$ cat src/rtl/uart_pkg.sv
// Register offsets, STATUS bit positions and TX FSM
// encodings shared by the FIFO UART controller.
package uart_pkg;
  localparam logic [7:0] REG_DATA   = 8'h00;
  localparam logic [7:0] REG_IER    = 8'h01;
  localparam logic [7:0] REG_STATUS = 8'h05;
  localparam logic [7:0] REG_LEVEL  = 8'h06;

  localparam int ST_RX_NE   = 0;
  localparam int ST_RX_OVF  = 1;
  localparam int ST_TX_OVF  = 2;
  localparam int ST_TX_NF   = 5;
  localparam int ST_TX_IDLE = 6;

  typedef logic [1:0] tx_state_t;
  localparam tx_state_t TX_IDLE   = 2'd0;
  localparam tx_state_t TX_LAUNCH = 2'd1;
  localparam tx_state_t TX_WAIT   = 2'd2;
endpackage

$ cat src/rtl/async_receiver.sv
// 8N1 serial receiver, no reset. Ports: rxd in, clear in,
// data/ready out; ready is sticky until clear.
module async_receiver #(
  parameter int CLK_FREQ = 50_000_000,
  parameter int BAUD     = 115200
) (
  input  logic       clk,
  input  logic       rxd,
  input  logic       rxd_clear,
  output logic [7:0] rxd_data,
  output logic       rxd_data_ready
);
  localparam int DIV = CLK_FREQ / BAUD;
  localparam int CW  = $clog2(DIV) + 1;

  // Synchroniser stores the inverted line so a
  // zero power-up state reads as an idle-high line.
  logic rxn1_q, rxn2_q;
  logic [1:0]    st_q, st_d;
  logic [CW-1:0] baud_q, baud_d;
  logic [2:0]    nbit_q, nbit_d;
  logic [7:0]    sh_q, sh_d, data_q, data_d;
  logic          rdy_q, rdy_d;

  assign rxd_data       = data_q;
  assign rxd_data_ready = rdy_q;

  always_comb begin
    st_d   = st_q;
    baud_d = baud_q;
    nbit_d = nbit_q;
    sh_d   = sh_q;
    data_d = data_q;
    rdy_d  = rdy_q & ~rxd_clear;
    unique case (st_q)
      2'd0: if (rxn2_q) begin
        st_d   = 2'd1;
        baud_d = CW'(DIV / 2 - 1);
      end
      2'd1: if (baud_q == '0) begin
        st_d   = rxn2_q ? 2'd2 : 2'd0;
        baud_d = CW'(DIV - 1);
        nbit_d = 3'd0;
      end else baud_d = baud_q - CW'(1);
      2'd2: if (baud_q == '0) begin
        sh_d   = {~rxn2_q, sh_q[7:1]};
        baud_d = CW'(DIV - 1);
        nbit_d = nbit_q + 3'd1;
        if (nbit_q == 3'd7) st_d = 2'd3;
      end else baud_d = baud_q - CW'(1);
      2'd3: if (baud_q == '0) begin
        st_d = 2'd0;
        if (!rxn2_q) begin
          data_d = sh_q;
          rdy_d  = 1'b1;
        end
      end else baud_d = baud_q - CW'(1);
      default: st_d = 2'd0;
    endcase
  end

  always_ff @(posedge clk) begin
    rxn1_q <= ~rxd;
    rxn2_q <= rxn1_q;
    st_q   <= st_d;
    baud_q <= baud_d;
    nbit_q <= nbit_d;
    sh_q   <= sh_d;
    data_q <= data_d;
    rdy_q  <= rdy_d;
  end
endmodule

$ cat src/rtl/async_transmitter.sv
// 8N1 serial transmitter, no reset: an in-flight
// frame always completes. Ports: start/data in, txd/busy out.
module async_transmitter #(
  parameter int CLK_FREQ = 50_000_000,
  parameter int BAUD     = 115200
) (
  input  logic       clk,
  input  logic       txd_start,
  input  logic [7:0] txd_data,
  output logic       txd,
  output logic       txd_busy
);
  localparam int DIV = CLK_FREQ / BAUD;
  localparam int CW  = $clog2(DIV) + 1;

  logic [CW-1:0] baud_q, baud_d;
  logic [3:0]    bits_q, bits_d;
  logic [9:0]    sh_q, sh_d;

  assign txd_busy = (bits_q != 4'd0);
  assign txd      = txd_busy ? sh_q[0] : 1'b1;

  always_comb begin
    baud_d = baud_q;
    bits_d = bits_q;
    sh_d   = sh_q;
    if (!txd_busy) begin
      if (txd_start) begin
        sh_d   = {1'b1, txd_data, 1'b0};
        bits_d = 4'd10;
        baud_d = CW'(DIV - 1);
      end
    end else if (baud_q == '0) begin
      baud_d = CW'(DIV - 1);
      sh_d   = {1'b1, sh_q[9:1]};
      bits_d = bits_q - 4'd1;
    end else begin
      baud_d = baud_q - CW'(1);
    end
  end

  always_ff @(posedge clk) begin
    baud_q <= baud_d;
    bits_q <= bits_d;
    sh_q   <= sh_d;
  end
endmodule

$ cat src/rtl/uart_sync_fifo.sv
// Synchronous FIFO, first-word fall-through head.
// Ports: push/pop, din/dout, full/empty, count.
module uart_sync_fifo #(
  parameter int WIDTH = 8,
  parameter int DEPTH = 16,
  localparam int AW = $clog2(DEPTH)
) (
  input  logic             clk_i,
  input  logic             rst_i,
  input  logic             push_i,
  input  logic             pop_i,
  input  logic [WIDTH-1:0] din_i,
  output logic [WIDTH-1:0] dout_o,
  output logic             full_o,
  output logic             empty_o,
  output logic [AW:0]      count_o
);
  logic [WIDTH-1:0] mem_q [DEPTH];
  logic [AW-1:0] wr_q, wr_d, rd_q, rd_d;
  logic [AW:0] cnt_q, cnt_d;
  logic do_push, do_pop;

  assign full_o  = (cnt_q == (AW+1)'(DEPTH));
  assign empty_o = (cnt_q == '0);
  assign count_o = cnt_q;
  assign dout_o  = mem_q[rd_q];

  // A pop frees the slot first, so push
  // into a full FIFO succeeds when popping.
  always_comb begin
    do_pop  = pop_i & ~empty_o;
    do_push = push_i & (~full_o | do_pop);
    wr_d  = do_push ? wr_q + AW'(1) : wr_q;
    rd_d  = do_pop ? rd_q + AW'(1) : rd_q;
    cnt_d = cnt_q + (AW+1)'(do_push)
          - (AW+1)'(do_pop);
  end

  always_ff @(posedge clk_i or posedge rst_i) begin
    if (rst_i) begin
      wr_q  <= '0;
      rd_q  <= '0;
      cnt_q <= '0;
    end else begin
      wr_q  <= wr_d;
      rd_q  <= rd_d;
      cnt_q <= cnt_d;
    end
  end

  always_ff @(posedge clk_i) begin
    if (do_push) mem_q[wr_q] <= din_i;
  end
endmodule

$ cat src/rtl/uart_fifo_controller.sv
// Wishbone UART with TX/RX FIFOs, sticky overflow flags, IRQ.
// Ports: wb_* slave bus, uart_txd_o/uart_rxd_i line, irq_o.
module uart_fifo_controller
  import uart_pkg::*;
#(
  parameter int ADDR_WIDTH = 32,
  parameter int DATA_WIDTH = 32,
  parameter int CLK_FREQ   = 50_000_000,
  parameter int BAUD       = 115200,
  parameter int FIFO_DEPTH = 16
) (
  input  logic                    clk_i,
  input  logic                    rst_i,
  input  logic [ADDR_WIDTH-1:0]   wb_adr_i,
  input  logic [DATA_WIDTH-1:0]   wb_dat_i,
  output logic [DATA_WIDTH-1:0]   wb_dat_o,
  input  logic                    wb_we_i,
  input  logic [DATA_WIDTH/8-1:0] wb_sel_i,
  input  logic                    wb_stb_i,
  input  logic                    wb_cyc_i,
  output logic                    wb_ack_o,
  output logic                    uart_txd_o,
  input  logic                    uart_rxd_i,
  output logic                    irq_o
);
  localparam int CW = $clog2(FIFO_DEPTH) + 1;

  logic ack_q, ack_d, irq_q, irq_d;
  logic rx_ovf_q, rx_ovf_d, tx_ovf_q, tx_ovf_d;
  logic rxd_clear_q, rxd_clear_d;
  logic [2:0] ier_q, ier_d;
  logic [DATA_WIDTH-1:0] dat_q, dat_d, rdata;
  logic [7:0] txd_data_q, txd_data_d, status;
  tx_state_t state_q, state_d;

  logic [7:0] adr, tx_dout, rx_dout, rxd_data;
  logic accept, wr, rd, status_rd;
  logic tx_push, tx_pop, tx_full, tx_empty;
  logic rx_push, rx_pop, rx_full, rx_empty;
  logic [CW-1:0] tx_count, rx_count;
  logic txd_start, txd_busy, rxd_ready;
  logic unused_bits;

  assign unused_bits = ^{wb_cyc_i,
    wb_adr_i[ADDR_WIDTH-1:8], wb_dat_i[DATA_WIDTH-1:8]};

  assign wb_ack_o  = ack_q;
  assign wb_dat_o  = dat_q;
  assign irq_o     = irq_q;
  assign txd_start = (state_q == TX_LAUNCH);

  always_comb begin
    adr       = wb_adr_i[7:0];
    accept    = wb_stb_i & ~ack_q;
    wr        = accept & wb_we_i;
    rd        = accept & ~wb_we_i;
    ack_d     = accept;
    status_rd = rd & (adr == REG_STATUS);

    state_d    = state_q;
    txd_data_d = txd_data_q;
    tx_pop     = 1'b0;
    unique case (state_q)
      TX_IDLE: if (!tx_empty && !txd_busy) begin
        tx_pop     = 1'b1;
        txd_data_d = tx_dout;
        state_d    = TX_LAUNCH;
      end
      TX_LAUNCH: state_d = TX_WAIT;
      TX_WAIT: if (!txd_busy) state_d = TX_IDLE;
      default: state_d = TX_IDLE;
    endcase

    tx_push = wr & (adr == REG_DATA) & wb_sel_i[0];
    rx_pop  = rd & (adr == REG_DATA) & ~rx_empty;
    // Holding off while clear is in flight avoids
    // pushing the same byte twice.
    rx_push     = rxd_ready & ~rxd_clear_q;
    rxd_clear_d = rx_push;

    // A fresh overflow beats the STATUS read clear.
    tx_ovf_d = (tx_ovf_q & ~status_rd)
             | (tx_push & tx_full & ~tx_pop);
    rx_ovf_d = (rx_ovf_q & ~status_rd)
             | (rx_push & rx_full & ~rx_pop);

    ier_d = ier_q;
    if (wr && adr == REG_IER && wb_sel_i[0])
      ier_d = wb_dat_i[2:0];

    status = '0;
    status[ST_RX_NE]   = ~rx_empty;
    status[ST_RX_OVF]  = rx_ovf_q;
    status[ST_TX_OVF]  = tx_ovf_q;
    status[ST_TX_NF]   = ~tx_full;
    status[ST_TX_IDLE] = tx_empty & ~txd_busy
                       & (state_q == TX_IDLE);

    rdata = '0;
    unique case (1'b1)
      adr == REG_DATA:
        for (int i = 0; i < DATA_WIDTH / 8; i++)
          if (wb_sel_i[i] && !rx_empty)
            rdata[i*8 +: 8] = rx_dout;
      adr == REG_IER:    rdata[2:0] = ier_q;
      adr == REG_STATUS: rdata[7:0] = status;
      adr == REG_LEVEL: begin
        rdata[7:0]  = 8'(rx_count);
        rdata[15:8] = 8'(tx_count);
      end
      default: ;
    endcase
    dat_d = rd ? rdata : dat_q;

    irq_d = |(ier_q & {rx_ovf_q | tx_ovf_q,
                       tx_empty, ~rx_empty});
  end

  always_ff @(posedge clk_i or posedge rst_i) begin
    if (rst_i) begin
      ack_q       <= 1'b0;
      dat_q       <= '0;
      irq_q       <= 1'b0;
      ier_q       <= '0;
      rx_ovf_q    <= 1'b0;
      tx_ovf_q    <= 1'b0;
      rxd_clear_q <= 1'b0;
      state_q     <= TX_IDLE;
      txd_data_q  <= '0;
    end else begin
      ack_q       <= ack_d;
      dat_q       <= dat_d;
      irq_q       <= irq_d;
      ier_q       <= ier_d;
      rx_ovf_q    <= rx_ovf_d;
      tx_ovf_q    <= tx_ovf_d;
      rxd_clear_q <= rxd_clear_d;
      state_q     <= state_d;
      txd_data_q  <= txd_data_d;
    end
  end

  uart_sync_fifo #(.WIDTH(8), .DEPTH(FIFO_DEPTH)) u_tx_fifo (
    .clk_i(clk_i), .rst_i(rst_i),
    .push_i(tx_push), .pop_i(tx_pop),
    .din_i(wb_dat_i[7:0]), .dout_o(tx_dout),
    .full_o(tx_full), .empty_o(tx_empty),
    .count_o(tx_count)
  );

  uart_sync_fifo #(.WIDTH(8), .DEPTH(FIFO_DEPTH)) u_rx_fifo (
    .clk_i(clk_i), .rst_i(rst_i),
    .push_i(rx_push), .pop_i(rx_pop),
    .din_i(rxd_data), .dout_o(rx_dout),
    .full_o(rx_full), .empty_o(rx_empty),
    .count_o(rx_count)
  );

  async_transmitter #(.CLK_FREQ(CLK_FREQ), .BAUD(BAUD)) u_tx (
    .clk(clk_i), .txd_start(txd_start),
    .txd_data(txd_data_q), .txd(uart_txd_o),
    .txd_busy(txd_busy)
  );

  async_receiver #(.CLK_FREQ(CLK_FREQ), .BAUD(BAUD)) u_rx (
    .clk(clk_i), .rxd(uart_rxd_i),
    .rxd_clear(rxd_clear_q), .rxd_data(rxd_data),
    .rxd_data_ready(rxd_ready)
  );
endmodule
$ cat config.mk
export PLATFORM = sky130hd
export DESIGN_NAME = uart_fifo_controller
export DESIGN_NICKNAME = d
export VERILOG_FILES = /design/src/rtl/uart_pkg.sv /design/src/rtl/async_receiver.sv /design/src/rtl/async_transmitter.sv /design/src/rtl/uart_sync_fifo.sv /design/src/rtl/uart_fifo_controller.sv
export SDC_FILE = /design/constraint.sdc
export NUM_CORES = 1
export LEC_CHECK = 0
export CAP_MARGIN = 20
export CORE_AREA = 8 8 163 318
export DETAILED_ROUTE_END_ITERATION = 10
export DIE_AREA = 0 0 171 326
export PLACE_DENSITY = 0.48
export SLEW_MARGIN = 20
export SYNTH_ARGS = -nofsm -noshare
export SYNTH_HDL_FRONTEND = slang
export SYNTH_SLANG_ARGS = --single-unit
export TNS_END_PERCENT = 100
$ cat constraint.sdc
create_clock -name clk_i -period 4.34 [get_ports clk_i]
set_input_delay 0.868 -clock clk_i [delete_from_list [all_inputs] [get_ports clk_i]]
set_output_delay 0.868 -clock clk_i [all_outputs]
set_load 0.02 [all_outputs]
=== Word-level counts from Yosys, hierarchy flattened ===
Memory sizes are Yosys's and may differ from the RTL's. A register that Yosys moved wholly into a read port is not among the register bits.
Cells that the tools add are included.

* Register bits: 126
* Bits in latches: 0
* Memory bits (writable): 256
* Bits in read-only memories: 0
* Output and inout port bits: 35
* Logic and storage cells: 173
* Memories: 2

{| class="wikitable"
|+ Memory list
! name !! depth !! width !! read ports !! clocked after memory_dff !! write ports !! RTL line !! source
|-
| u_rx_fifo.mem_q || 16 || 8 || 1 || 0 || 1 || uart_sync_fifo.sv:18 || <nowiki>logic [WIDTH-1:0] mem_q [DEPTH];</nowiki>
|-
| u_tx_fifo.mem_q || 16 || 8 || 1 || 1 || 1 || uart_sync_fifo.sv:18 ||
|}

* $add $sub $neg: 12
* Multipliers: 0
* Divide/modulo/power cells: 0
* Magnitude comparators: 0
* Equality and inequality tests: 20
* Shift-type cells: 0
* Multiplexer cells: 44
* Bitwise operators: 40
* Reduce and logical (&&, ||, !) cells: 30

{| class="wikitable"
|+ Operators by type and width
! operator !! count
|-
| $mux 10 || 9
|-
| $mux 8 || 4
|-
| $pmux 10 s3 || 1
|-
| $and 1x1->1 || 21
|-
| $logic_not 10->1 || 2
|-
| $sub 10x1->10 const B || 2
|-
| $add 4x1->4 const B || 4
|-
| $eq 8x3->1 const B || 2
|-
| $mux 16 || 1
|-
| $mux 2 || 8
|-
| $pmux 8 s2 || 1
|-
| $pmux 5 s3 || 1
|-
| $not 1->1 || 13
|-
| $mux 4 || 3
|-
| $ne 2x1->1 const B || 6
|-
| $pmux 3 s4 || 1
|-
| $add 5x1->5 || 2
|-
| $eq 5x5->1 const B || 2
|-
| $logic_not 5->1 || 2
|-
| $mux 1 || 10
|-
| $reduce_and 2->1 || 5
|-
| $sub 5x1->5 || 2
|-
| $eq 8x1->1 const B || 1
|-
| $logic_not 8->1 || 1
|-
| 21 further kinds || 42
|}

=== Logic depth before layout (Yosys ltp) ===
Gate-level depths: netlist of run 1.

* Depth in word-level cells: 10
* Mapped depth: 17

=== Cells and area by module ===
From an unflattened synthesis of run 1, not the netlist that was laid out.

* Cells, all modules: 1027
* Area total of the unflattened synthesis: 16505.8 um^2

{| class="wikitable"
|+ By module, submodules not included
! module !! instances !! cells an instance !! area an instance (um^2)
|-
| uart_sync_fifo || 2 || 320 || 5825.6
|-
| uart_fifo_controller || 1 || 178 || 2172.1
|-
| async_receiver || 1 || 110 || 1555.2
|-
| async_transmitter || 1 || 99 || 1127.3
|}

=== Worst setup path after synthesis of run 1 ===
Ideal clock, no wire load.

* Kind: input to register
* From: input port wb_adr_i[5]
* To: register u_rx_fifo.cnt_q[4], in the netlist u_rx_fifo.count_o[4]
* Library setup time: 123 ps
* Arrival: 3364 ps
* Data required time: 4217 ps
* Setup slack: 853 ps
* Stages on the path: 11
* Buffers on the path: 0
* Path through: nor4_1 nand2_2 nor4_2 ha_1 inv_1 ha_1 fa_1 a21oi_1 nor2_1 nor2_1 xnor2_1

* Longest elaborated chain between the ends: 8

{| class="wikitable"
|+ Ends and longest elaborated chain
! element !! RTL line !! source
|-
| start, declared || uart_fifo_controller.sv:14 || <nowiki>input logic [ADDR_WIDTH-1:0] wb_adr_i,</nowiki>
|-
| $logic_not 8->1 * || uart_fifo_controller.sv:75 || <nowiki>rx_pop = rd & (adr == REG_DATA) & ~rx_empty;</nowiki>
|-
| $and 1x1->1 * (2 in a row) || uart_fifo_controller.sv:75 ||
|-
| $and 1x1->1 * || uart_sync_fifo.sv:31 || <nowiki>do_pop = pop_i & ~empty_o;</nowiki>
|-
| via u_rx_fifo.do_pop || uart_sync_fifo.sv:21 || <nowiki>logic do_push, do_pop;</nowiki>
|-
| $or 1x1->1 || uart_sync_fifo.sv:32 || <nowiki>do_push = push_i & (~full_o | do_pop);</nowiki>
|-
| $and 1x1->1 || uart_sync_fifo.sv:32 ||
|-
| $add 5x1->5 || uart_sync_fifo.sv:35 || <nowiki>cnt_d = cnt_q + (AW+1)'(do_push)</nowiki>
|-
| $sub 5x1->5 * || uart_sync_fifo.sv:36 || <nowiki>- (AW+1)'(do_pop);</nowiki>
|-
| via u_rx_fifo.cnt_d[4] || uart_sync_fifo.sv:20 || <nowiki>logic [AW:0] cnt_q, cnt_d;</nowiki>
|-
| end signal, assigned || uart_sync_fifo.sv:47 || <nowiki>cnt_q <= cnt_d;</nowiki>
|-
| end, declared || uart_sync_fifo.sv:20 ||
|}

The timed path passes the listed nets; every way through them passes the cells marked *.
A chain may end at the register's enable or synchronous reset.

=== Final worst setup path of run 1 ===
* From: register u_tx.bits_q[0]
* To: output port uart_txd_o

* Longest elaborated chain between the ends: 2

{| class="wikitable"
|+ Ends and longest elaborated chain
! element !! RTL line !! source
|-
| start, declared || async_transmitter.sv:17 || <nowiki>logic [3:0] bits_q, bits_d;</nowiki>
|-
| start signal, assigned || async_transmitter.sv:44 || <nowiki>bits_q <= bits_d;</nowiki>
|-
| $reduce_bool 4->1 || async_transmitter.sv:20 || <nowiki>assign txd_busy = (bits_q != 4'd0);</nowiki>
|-
| $mux 1 || async_transmitter.sv:21 || <nowiki>assign txd = txd_busy ? sh_q[0] : 1'b1;</nowiki>
|-
| end, declared || uart_fifo_controller.sv:22 || <nowiki>output logic uart_txd_o,</nowiki>
|}

No other way between the ends.

==> results of run 1 <==
==> critical path, stage by stage, from the launching register on <==
cell and delay (ns):
edfxtp_1 0.42, inv_1 0.10, ha_1 0.22, or3b_1 0.40, buf_4 0.21, nand2b_1 0.08, clkdlybuf4s50_1 0.60
==> per-stage QoR <==
stage | hold slack, ns | util (%) | cells | instance area (um^2) | setup slack, ns
2_1_floorplan | 0.310 | - | 990 | 16000 | 0.853
3_3_place_gp | 0.320 | 36.9 | 1686 | 17500 | 0.747
3_5_place_dp | 0.319 | 36.9 | 1686 | 17500 | 0.739
4_1_cts | 0.330 | 39.5 | 1754 | 18800 | 0.854
5_1_grt | 0.337 | 39.5 | 1754 | 18800 | 0.691
6_report | 0.332 | 39.5 | 1754 | 18800 | 0.919
==> where the power goes <==
group          switching, mW  total, mW  internal [mW]
registers              0.133       4.36           4.23
logic                  0.518      0.893          0.375
clock network           1.42       3.38           1.96
total                   2.07       8.63           6.56
==> worst max path at each step <==
stage / startpoint / slack [ns] / depth (start not counted) / end
finish: u_tx.bits_q[0] / 0.92 / 6 / uart_txd_o
global route: u_tx_fifo.count_o[2] / 0.69 / 16 / u_tx_fifo.count_o[4]
CTS: u_tx.bits_q[0] / 0.85 / 6 / uart_txd_o
detailed placement: wb_adr_i[5] / 0.74 / 13 / u_rx_fifo.count_o[4]
global placement: wb_adr_i[5] / 0.75 / 13 / u_rx_fifo.count_o[4]
floorplan: wb_adr_i[5] / 0.85 / 11 / u_rx_fifo.count_o[4]
==> cell type report <==
| cell class | instances | area (um^2) | share of cell area (%) |
|---|---|---|---|
| Clock buffer | 47 | 1010 | 5.36 |
| Clock inverter | 21 | 249 | 1.33 |
| Inverter | 38 | 144 | 0.766 |
| Multi-Input combinational cell | 523 | 4390 | 23.4 |
| Sequential cell | 389 | 11300 | 60.0 |
| Tap cell | 632 | 791 | 4.21 |
| Timing Repair Buffer | 104 | 928 | 4.94 |
==> sequential cells by signal (all words and copies together) (netlist names), 4 cells and up, named ones only <==
name / count
txd_data_q: 8
u_rx.baud_q: 10
u_rx.rxd_data: 8
u_rx.sh_q: 8
u_rx_fifo.count_o: 5
u_rx_fifo.mem_q: 128
u_rx_fifo.rd_q: 4
u_rx_fifo.wr_q: 4
u_tx.baud_q: 10
u_tx.bits_q: 4
u_tx.sh_q: 9
u_tx_fifo.count_o: 5
u_tx_fifo.mem_q: 128
u_tx_fifo.rd_q: 4
u_tx_fifo.wr_q: 4
wb_dat_o: 32
==> Yosys cell counts (2+ instances only) <==
| master | count | area (um^2) |
|---|---|---|
| o21bai_1 | 4 | 30.0 |
| xnor2_1 | 28 | 245 |
| clkbuf_1 | 27 | 101 |
| o21ai_0 | 61 | 305 |
| and2_1 | 7 | 43.8 |
| buf_1 | 7 | 26.3 |
| o211ai_1 | 2 | 15.0 |
| dfrtp_1 | 76 | 1900 |
| fa_1 | 2 | 40.0 |
| xor2_1 | 7 | 61.3 |
| mux4_2 | 62 | 1400 |
| a21o_1 | 2 | 15.0 |
| nor3b_1 | 2 | 15.0 |
| nor2_1 | 35 | 131 |
| a32o_1 | 2 | 20.0 |
| inv_1 | 38 | 143 |
| nand2_2 | 2 | 12.5 |
| o221ai_1 | 3 | 26.3 |
| mux2_2 | 16 | 180 |
| nand2_1 | 96 | 360 |
| buf_2 | 6 | 30.0 |
| or2_2 | 3 | 18.8 |
| o21a_1 | 2 | 15.0 |
| and3_1 | 24 | 150 |
| nor4b_1 | 4 | 35.0 |
| nand3b_1 | 3 | 22.5 |
| a21oi_1 | 24 | 120 |
| nand3_1 | 8 | 40.0 |
| dfxtp_1 | 3 | 60.1 |
| nand4_1 | 7 | 43.8 |
| a2bb2oi_1 | 3 | 26.3 |
| nor3_1 | 21 | 105 |
| edfxtp_1 | 310 | 9310 |
| nor2b_1 | 7 | 43.8 |
| ha_1 | 33 | 413 |
| mux2i_1 | 21 | 210 |
| nand2b_1 | 13 | 81.3 |
| nor4_1 | 5 | 31.3 |
==> metal layers <==
metal / vias up / wire (um) / track usage [%]
met1: 4277 / 12700 / 12.9
li1: 3945 / - / -
met2: 119 / 22500 / 28.2
met4: 0 / 1480 / 6.02
met5: - / 0 / 0
met3: 66 / 1070 / 2.11
==> cell families (layout without fill, tap and decap cells) <==
kind of cell | after synthesis | count (layout)
flip-flops | 389 | 389
AND/OR/NAND/NOR | 244 | 244
AO/OA/AOI/OAI | 110 | 110
multiplexers | 99 | 99
buffers and inverters | 78 | 210
adder cells (fa/ha/maj) | 35 | 35
XOR/XNOR | 35 | 35
==> results.md, run 1 <==
- Outcome: completed
- R2r endpoint: u_tx_fifo.count_o[4]
- Fin. Hold Viols: 0
- PD cells: 459 nW/um^2
- Final wirelength: about 38,000 um
- Register-to-Register Path Depth: 16
- Worst-path maximum fanout: 14
- Area Overhead vs Synth: 17.7%
- Worst R2R Setup Slack: about 1.0 ns
- Post-cts hold buffer count: 0
- Synth Area in XOR/XNOR: 1.92%
- Grt ovf: 0
- DR WL/cell: 21.5 um
- Boundary Pins: 109
- First-pass GRT wire length: about 57,000 um
- Starting Density: 33.6%
- Final clock skew: 0.0140 ns
- Commonest non-fill, non-tap cell in the layout: edfxtp_1
- Post-CTS Resized: 0
- Reg2reg start: u_tx_fifo.count_o[2]
- Clk slew on worst S/H paths: about 0.070 ns
- Post-synth ARST share: 19.5%
- Die Ht: 326 um
- Starting DRT DRC Count: 378
- DR pass1 iterations: 4
- Final count of pins violating max slew: 0
- Yosys reg bits: 389
- Post-synthesis mux area share: roughly 11%
- Synth Area in Compound Gates: ~4%
- Die Span X: 171 um
- Net count reported at finish: approximately 1,200
- Post-synthesis sequential area ratio: 70.6%
- DRC Markers: 0
- Core area: 47,500 um^2
- Hold Path Stages: 0
- Clk Latency, worst-skew pair: approximately 0.54 ns
- DR vias/cell: 4.79
- Synth Flop Type: edfxtp_1
- Vias in the first global route: 9,113
- HP Class: register to register
- Initial antenna violation count: 0
- CTS Buf Count: 37
- Leakage power: ~6.6 nW
- CP Class: register to primary output
- Mapped Area: ~16,000 um^2
- GRT Util Overall: 13.8%
- Post-route ant nets: 0
- Die Area: approximately 56,000 um^2
- Least-Margin Pin Slew: about 1 ns
- Setup violators final: 0
- Post-CTS setup buffers: 0
- Largest family of logic cells by synthesized area: multiplexers
- Vias: 8,407
- Rel. slew slack: 33.5%
- Yosys cell types: between 50 and 60
- Maximum clock rate: 292 MHz
- Gate count of the mapped netlist: 990
- CTS H-tree depth: 2
- Largest net degree at the start of global routing: 36
- Worst hold start: u_rx.rxn1_q
- Sink Count: around 390
- Share of cells above drive strength 1: 16.7%
- Startpoint types: register
- Rows: 113
- Filler cells: 4,547
- Max cap viols: 0
- GP Congestion: 0.787
- Total power: between 8 and 9 mW
- Clock buffer depth: 3
- TNS Setup: 0 ns
- EDFF count, synth: slightly above 300
- WP data arrival: around 2.6 ns
- Simple-gate share of the synthesized area: under 10%
- Synth Area per Inst: between 15 and 20 um^2
- Period minus WS final: around 3.4 ns
- PortBufs: 59
- N_diodes: 0
- Final cycle utilization of the critical path: between 70% and 80%
- DP Wirelength: 27,300 um
- Most frequent cells in the layout: 310 x edfxtp_1, 96 x nand2_1, 75 x dfrtp_1
- Worst EP required: 3.47 ns
- Clk root buf: clkbuf_16
- Synthesized Nets: 1,099
- Synth Area in Adders: 2.84%
- Unrepaired setup endpoints after global routing: no
- Worst VDD drop: approximately 0.42 mV
- CP endpoint kind: primary output
- YS warnings: 0
- Clock tree from TritonCTS: built
- Hold Path Sink: u_rx.rxn2_q
Note: power is estimated with default switching activity, not from simulation.
==> run 2, diff against run 1 <==
Settings changed: PLACE_DENSITY 0.48 to 0.5.
Clock period 4.34 ns to 3 ns, I/O delays scaled along.
==> run 2 against run 1 <==
  * Cell count up 2.6%
  * Global-route usage fell by 0.059 points
  * First-iteration DRC count decreased by 2.9%
  * Critical path depth rose by 7
  * Sequential share of layout area down 2.0 points
  * Worst hold slack worse by 0.0063 ns
  * Critical endpoint is now u_tx_fifo.count_o[4]
  * Utilization grew 1.4 points
  * Count of clock-buffer cells in the layout shrank 5
  * Via count increased by 3.0%
==> results.md, run 2 (synthesized netlist as in run 1, its figures left out) <==
- Crit-path cells: inv_2 > ha_4 > or3b_4 > or3_4 > a2111oi_4 > ha_2 > inv_1 > fa_2 > inv_1 > a21oi_1 > nor2_1 > nor2_1 > xnor2_1
- CP peak stage delay: 0.42 ns
- Net count reported at finish: 1,251
- Leakage power: 6.91 nW
- Outcome: completed
- Sink Count: 389
- Starting Density: 33.6%
- Maximum clock rate: 342 MHz
- Vias in the first global route: 9,411
- DP Wirelength: between 20,000 and 30,000 um
- Setup violators final: 0
- GRT Util Overall: between 10% and 20%
- Initial antenna violation count: 0
- Worst VDD drop: 0.475 mV
- Worst EP required: around 3.4 ns
- Area Overhead vs Synth: 21.7%
- Worst hold start: u_rx.rxn1_q
- Largest net degree at the start of global routing: 56
- Fin. Hold Viols: 0
- Critical path's slowest cell: edfxtp_1
- DR WL/cell: 21.0 um
- PD cells: 643 nW/um^2
- Reg2reg start: u_tx.bits_q[1]
- Final setup margin: 0.0803 ns
- Most frequent cells in the layout: 310 x edfxtp_1, 96 x nand2_1, 76 x buf_4
- WP data arrival: 3.32 ns
- Rows: around 110
- Die Area: 55,700 um^2
- Final clock skew: 0.0256 ns
- Commonest non-fill, non-tap cell in the layout: edfxtp_1
- Core area: around 48,000 um^2
- Boundary Pins: 109
- Period minus WS final: roughly 3 ns
- First-pass GRT wire length: 57,400 um
- Unrepaired setup endpoints after global routing: yes
- Starting DRT DRC Count: 367
- DR pass1 iterations: 5
- CTS Buf Count: 36
- CP endpoint kind: register
- Vias: 8,658
- TNS Setup: 0 ns
- Post-cts hold buffer count: 0
- Final core occ: 40.9%
- Clk Latency, worst-skew pair: 0.54 ns
- PortBufs: 59
- Final count of pins violating max slew: 0
- Worst-path maximum fanout: 5
- Clk root buf: clkbuf_16
- Clock tree from TritonCTS: built
- Least-Margin Pin Slew: 0.778 ns
- Place WS: -0.403 ns
- Die Ht: about 330 um
- Post-route ant nets: 0
- N_diodes: 0
- Final wirelength: between 30,000 and 40,000 um
- HP Class: register to register
- Max cap viols: 0
- CP Class: register to register
- Grt ovf: 0
- Clock buffer depth: 3
- DR vias/cell: 4.81
- Rel. slew slack: 47.6%
- Crit path launch: u_tx.bits_q[1]
- CTS H-tree depth: 2
- Startpoint types: register
- GP Congestion: 0.743
- Final cycle utilization of the critical path: 97.3%
- DRC Markers: 0
- Clk slew on worst S/H paths: about 0.060 ns
- Share of cells above drive strength 1: 21.6%
- Die Span X: 171 um
-- run 2: critical path: cells and delay by family (launching register included) --
kind / cells / cell delay [ns]
buffers and inverters: 3 / 0.21
flip-flops: 1 / 0.42
adder cells (fa/ha/maj): 3 / 0.72
AND/OR/NAND/NOR: 4 / 0.91
AO/OA/AOI/OAI: 2 / 0.41
XOR/XNOR: 1 / 0.12
-- run 2: where the power goes --
part           total, mW  internal [mW]  switching (mW)
clock               4.82           2.81            2.01
combinational       1.36          0.597           0.762
sequential          6.31           6.11           0.204
total               12.5           9.52            2.98
-- run 2: final cells by class --
class / count / area [um^2]
fill: 4450 / 28100
sequential: 389 / 11300
multi-input combinational: 523 / 4460
timing repair buffer: 154 / 1540
clock buffer: 42 / 956
tap: 632 / 791
clock inverter: 21 / 267
inverter: 38 / 144
-- run 2: per-stage QoR --
stage	power (mW)	instances	hold WS, ns	cell area [um^2]
2_1_floorplan	7.31	990	0.310	16000
3_3_place_gp	7.78	1735	0.313	18100
3_5_place_dp	7.80	1735	0.314	18100
4_1_cts	12.7	1799	0.329	19400
5_1_grt	13.0	1799	0.346	19400
6_report	12.5	1799	0.326	19400
-- run 2: worst paths after layout --
| check | end | slack (ns) | cells past startpoint |
|---|---|---|---|
| min in group asynchronous | wb_dat_o[22] | 0.37 | 2 |
| worst min-delay path | u_rx.rxn2_q | 0.33 | 0 |
| max in group asynchronous | u_tx_fifo.wr_q[0] | 1.94 | 3 |
| worst max register to register | u_tx_fifo.count_o[4] | 0.08 | 13 |
| worst max-delay path | u_tx_fifo.count_o[4] | 0.08 | 13 |
| worst min register to register | u_rx.rxn2_q | 0.33 | 0 |
-- run 2: what timing repair did --
action / in CTS / in global routing
setup buffers: 1 / 0
pin swaps: 2 / 1
resized for setup: 12 / 6
endpoints found under the setup margin: 38 / 71
gates cloned: 0 / 0
-- run 2: metal layers --
metal | vias to the layer above | part of all wire (%) | track usage [%] | routed length [um]
li1 | 4049 | - | - | -
met1 | 4423 | 34 | 13.3 | 12900
met2 | 132 | 59 | 28.0 | 22400
met3 | 54 | 3.2 | 1.91 | 1200
met4 | 0 | 3.2 | 5.30 | 1190
met5 | - | 0 | 0 | 0
==> run 3, diff against run 2 <==
Settings changed: CAP_MARGIN 20 to default, PLACE_DENSITY 0.5 to default.
==> run 3 against run 2 <==
  * Maximum frequency is 0.39% lower
  * Sequential cell count unchanged
  * Via count grew 0.20%
  * Non-clock buffer count grew 8
  * Register-to-register slack about the same
  * Critical path depth shrank 3
  * Worst setup slack got worse by 0.012 ns
  * Global-route usage is 0.59 points lower
  * Clock skew fell by 0.0094 ns
  * Count of clock-buffer cells in the layout rose by 2
  * Final area down 0.34%
  * Critical path type unchanged
==> results.md, run 3 (synthesized netlist as in run 1, its figures left out) <==
- Outcome: completed
- Clk root buf: clkbuf_16
- HP Class: register to register
- N_diodes: 0
- Place WS: -0.455 ns
- Die Area: roughly 56,000 um^2
- Starting DRT DRC Count: 361
- Clk slew on worst S/H paths: 0.07 ns
- Worst hold start: u_rx.rxn1_q
- Fin. Hold Viols: 0
- Commonest non-fill, non-tap cell in the layout: edfxtp_1
- Unrepaired setup endpoints after global routing: yes
- Sink Count: 389
- Max cap viols: 0
- Core area: around 48,000 um^2
- Total power: approximately 12 mW
- First-pass GRT wire length: 55,400 um
- Vias in the first global route: 9,452
- DP Wirelength: ~27,000 um
- Hold Path Stages: 0
- Post-route ant nets: 0
- Clock buffer depth: 3
- TNS Setup: 0 ns
- R2r endpoint: u_tx_fifo.mem_q[14][4]
- Grt ovf: 0
- Worst EP required: approximately 3.2 ns
- Rows: 113
- Largest net degree at the start of global routing: 37
- Post-cts hold buffer count: 0
- Boundary Pins: 109
- Area Overhead vs Synth: 21.3%
- Hold Slack: 0.329 ns
- Clock tree from TritonCTS: built
- Die Span X: 171 um
- Final setup margin: 0.0688 ns
- DRC Markers: 0
- Die Ht: 326 um
- DR pass1 iterations: 4
- Net count reported at finish: ~1,300
- Worst R2R Setup Slack: 0.07 ns
- WP data arrival: 3.15 ns
- Most frequent cells in the layout: 310 x edfxtp_1, 93 x nand2_1, 82 x buf_4
- GP Congestion: 0.799
- Final wirelength: 36,300 um
- Initial antenna violation count: 0
- Register-to-Register Path Depth: 10
- Vias: 8,675
- Clk Latency, worst-skew pair: 0.52 ns
- CP Class: register to register
- Final clock skew: 0.0162 ns
- Share of cells above drive strength 1: 22.5%
- PD cells: 616 nW/um^2
- Setup violators final: 0
- DR WL/cell: 20.1 um
- GRT Util Overall: 13.2%
- CP endpoint kind: register
- Worst VDD drop: 0.565 mV
- Reg2reg start: u_tx.bits_q[1]
- Least-Margin Pin Slew: about 0.85 ns
- Leakage power: just under 7 nW
- CTS H-tree depth: 2
- Rel. slew slack: 43.6%
- Period minus WS final: 2.93 ns
- Worst-path maximum fanout: 8
- Starting Density: 33.6%
- Startpoint types: register
- PortBufs: 59
- DR vias/cell: slightly below 5
- Hold Path Sink: u_rx.rxn2_q
- Final count of pins violating max slew: 0
- CTS Buf Count: 34
- Maximum clock rate: 341 MHz
- Final cycle utilization of the critical path: 97.7%
==> run 3: cell types whose count changed in the layout (fill, tap and decap cells not counted), sizes merged <==
cell,delta
buf,+8
bufinv,-4
clkbuf,+2
clkinv,-2
clkinvlp,+1
inv,+1
==> run 3: worst max path at each step <==
stage	startpoint	to	slack [ns]	cells after the start
after floorplan	u_tx.bits_q[0]	u_tx_fifo.mem_q[0][0]	-0.19	8
after global placement	wb_adr_i[5]	u_tx_fifo.mem_q[15][7]	-0.42	10
after detailed placement	wb_adr_i[5]	u_tx_fifo.mem_q[15][6]	-0.46	10
after CTS	u_tx.bits_q[0]	u_tx_fifo.count_o[4]	0.03	13
after global routing	u_tx.bits_q[1]	u_tx_fifo.count_o[4]	-0.09	13
final	u_tx.bits_q[1]	u_tx_fifo.mem_q[14][4]	0.07	10
==> run 3: area by class of cell <==
type,count,area [um^2]
sequential,389,11300
timing repair buffer,162,1590
clock buffer,44,925
multi-input combinational,523,4500
inverter,38,144
fill,4438,28100
clock inverter,17,141
tap,632,791
==> run 3: power by group <==
part / switching, mW / internal (mW) / leakage, nW
clock network: 1.89 / 2.37 / 0.523
registers: 0.192 / 6.11 / 3.84
logic: 0.766 / 0.609 / 2.53
==> run 3: metal layers <==
| metal | vias to the layer above | wire, um | global-route usage (%) |
|---|---|---|---|
| li1 | 4058 | - | - |
| met3 | 80 | 1020 | 1.72 |
| met4 | 0 | 1970 | 7.54 |
| met5 | - | 0 | 0 |
| met1 | 4385 | 12000 | 12.2 |
| met2 | 152 | 21300 | 26.4 |
==> run 3: repair_timing <==
action / in CTS / in global routing
pin swaps: 3 / 3
cloned: 0 / 0
gates resized for setup: 14 / 20
endpoints found under the setup margin: 59 / 69
buffers inserted: 0 / 2
==> run 3: critical path, cell delays in order, from the launching register on <==
cell	delay [ns]
edfxtp_1	0.42
inv_2	0.10
ha_4	0.15
or3b_4	0.39
or3_4	0.37
a2111oi_4	0.34
buf_4	0.17
buf_6	0.15
nand2_2	0.11
nor2_2	0.21
buf_4	0.20
==> run 3: through the flow <==
step / util (%) / cells / cell area (um^2)
after floorplan: - / 990 / 16000
after global placement: 38.3 / 1742 / 18200
after detailed placement: 38.3 / 1742 / 18200
after CTS: 40.6 / 1803 / 19300
after global routing: 40.8 / 1805 / 19400
final: 40.8 / 1805 / 19400
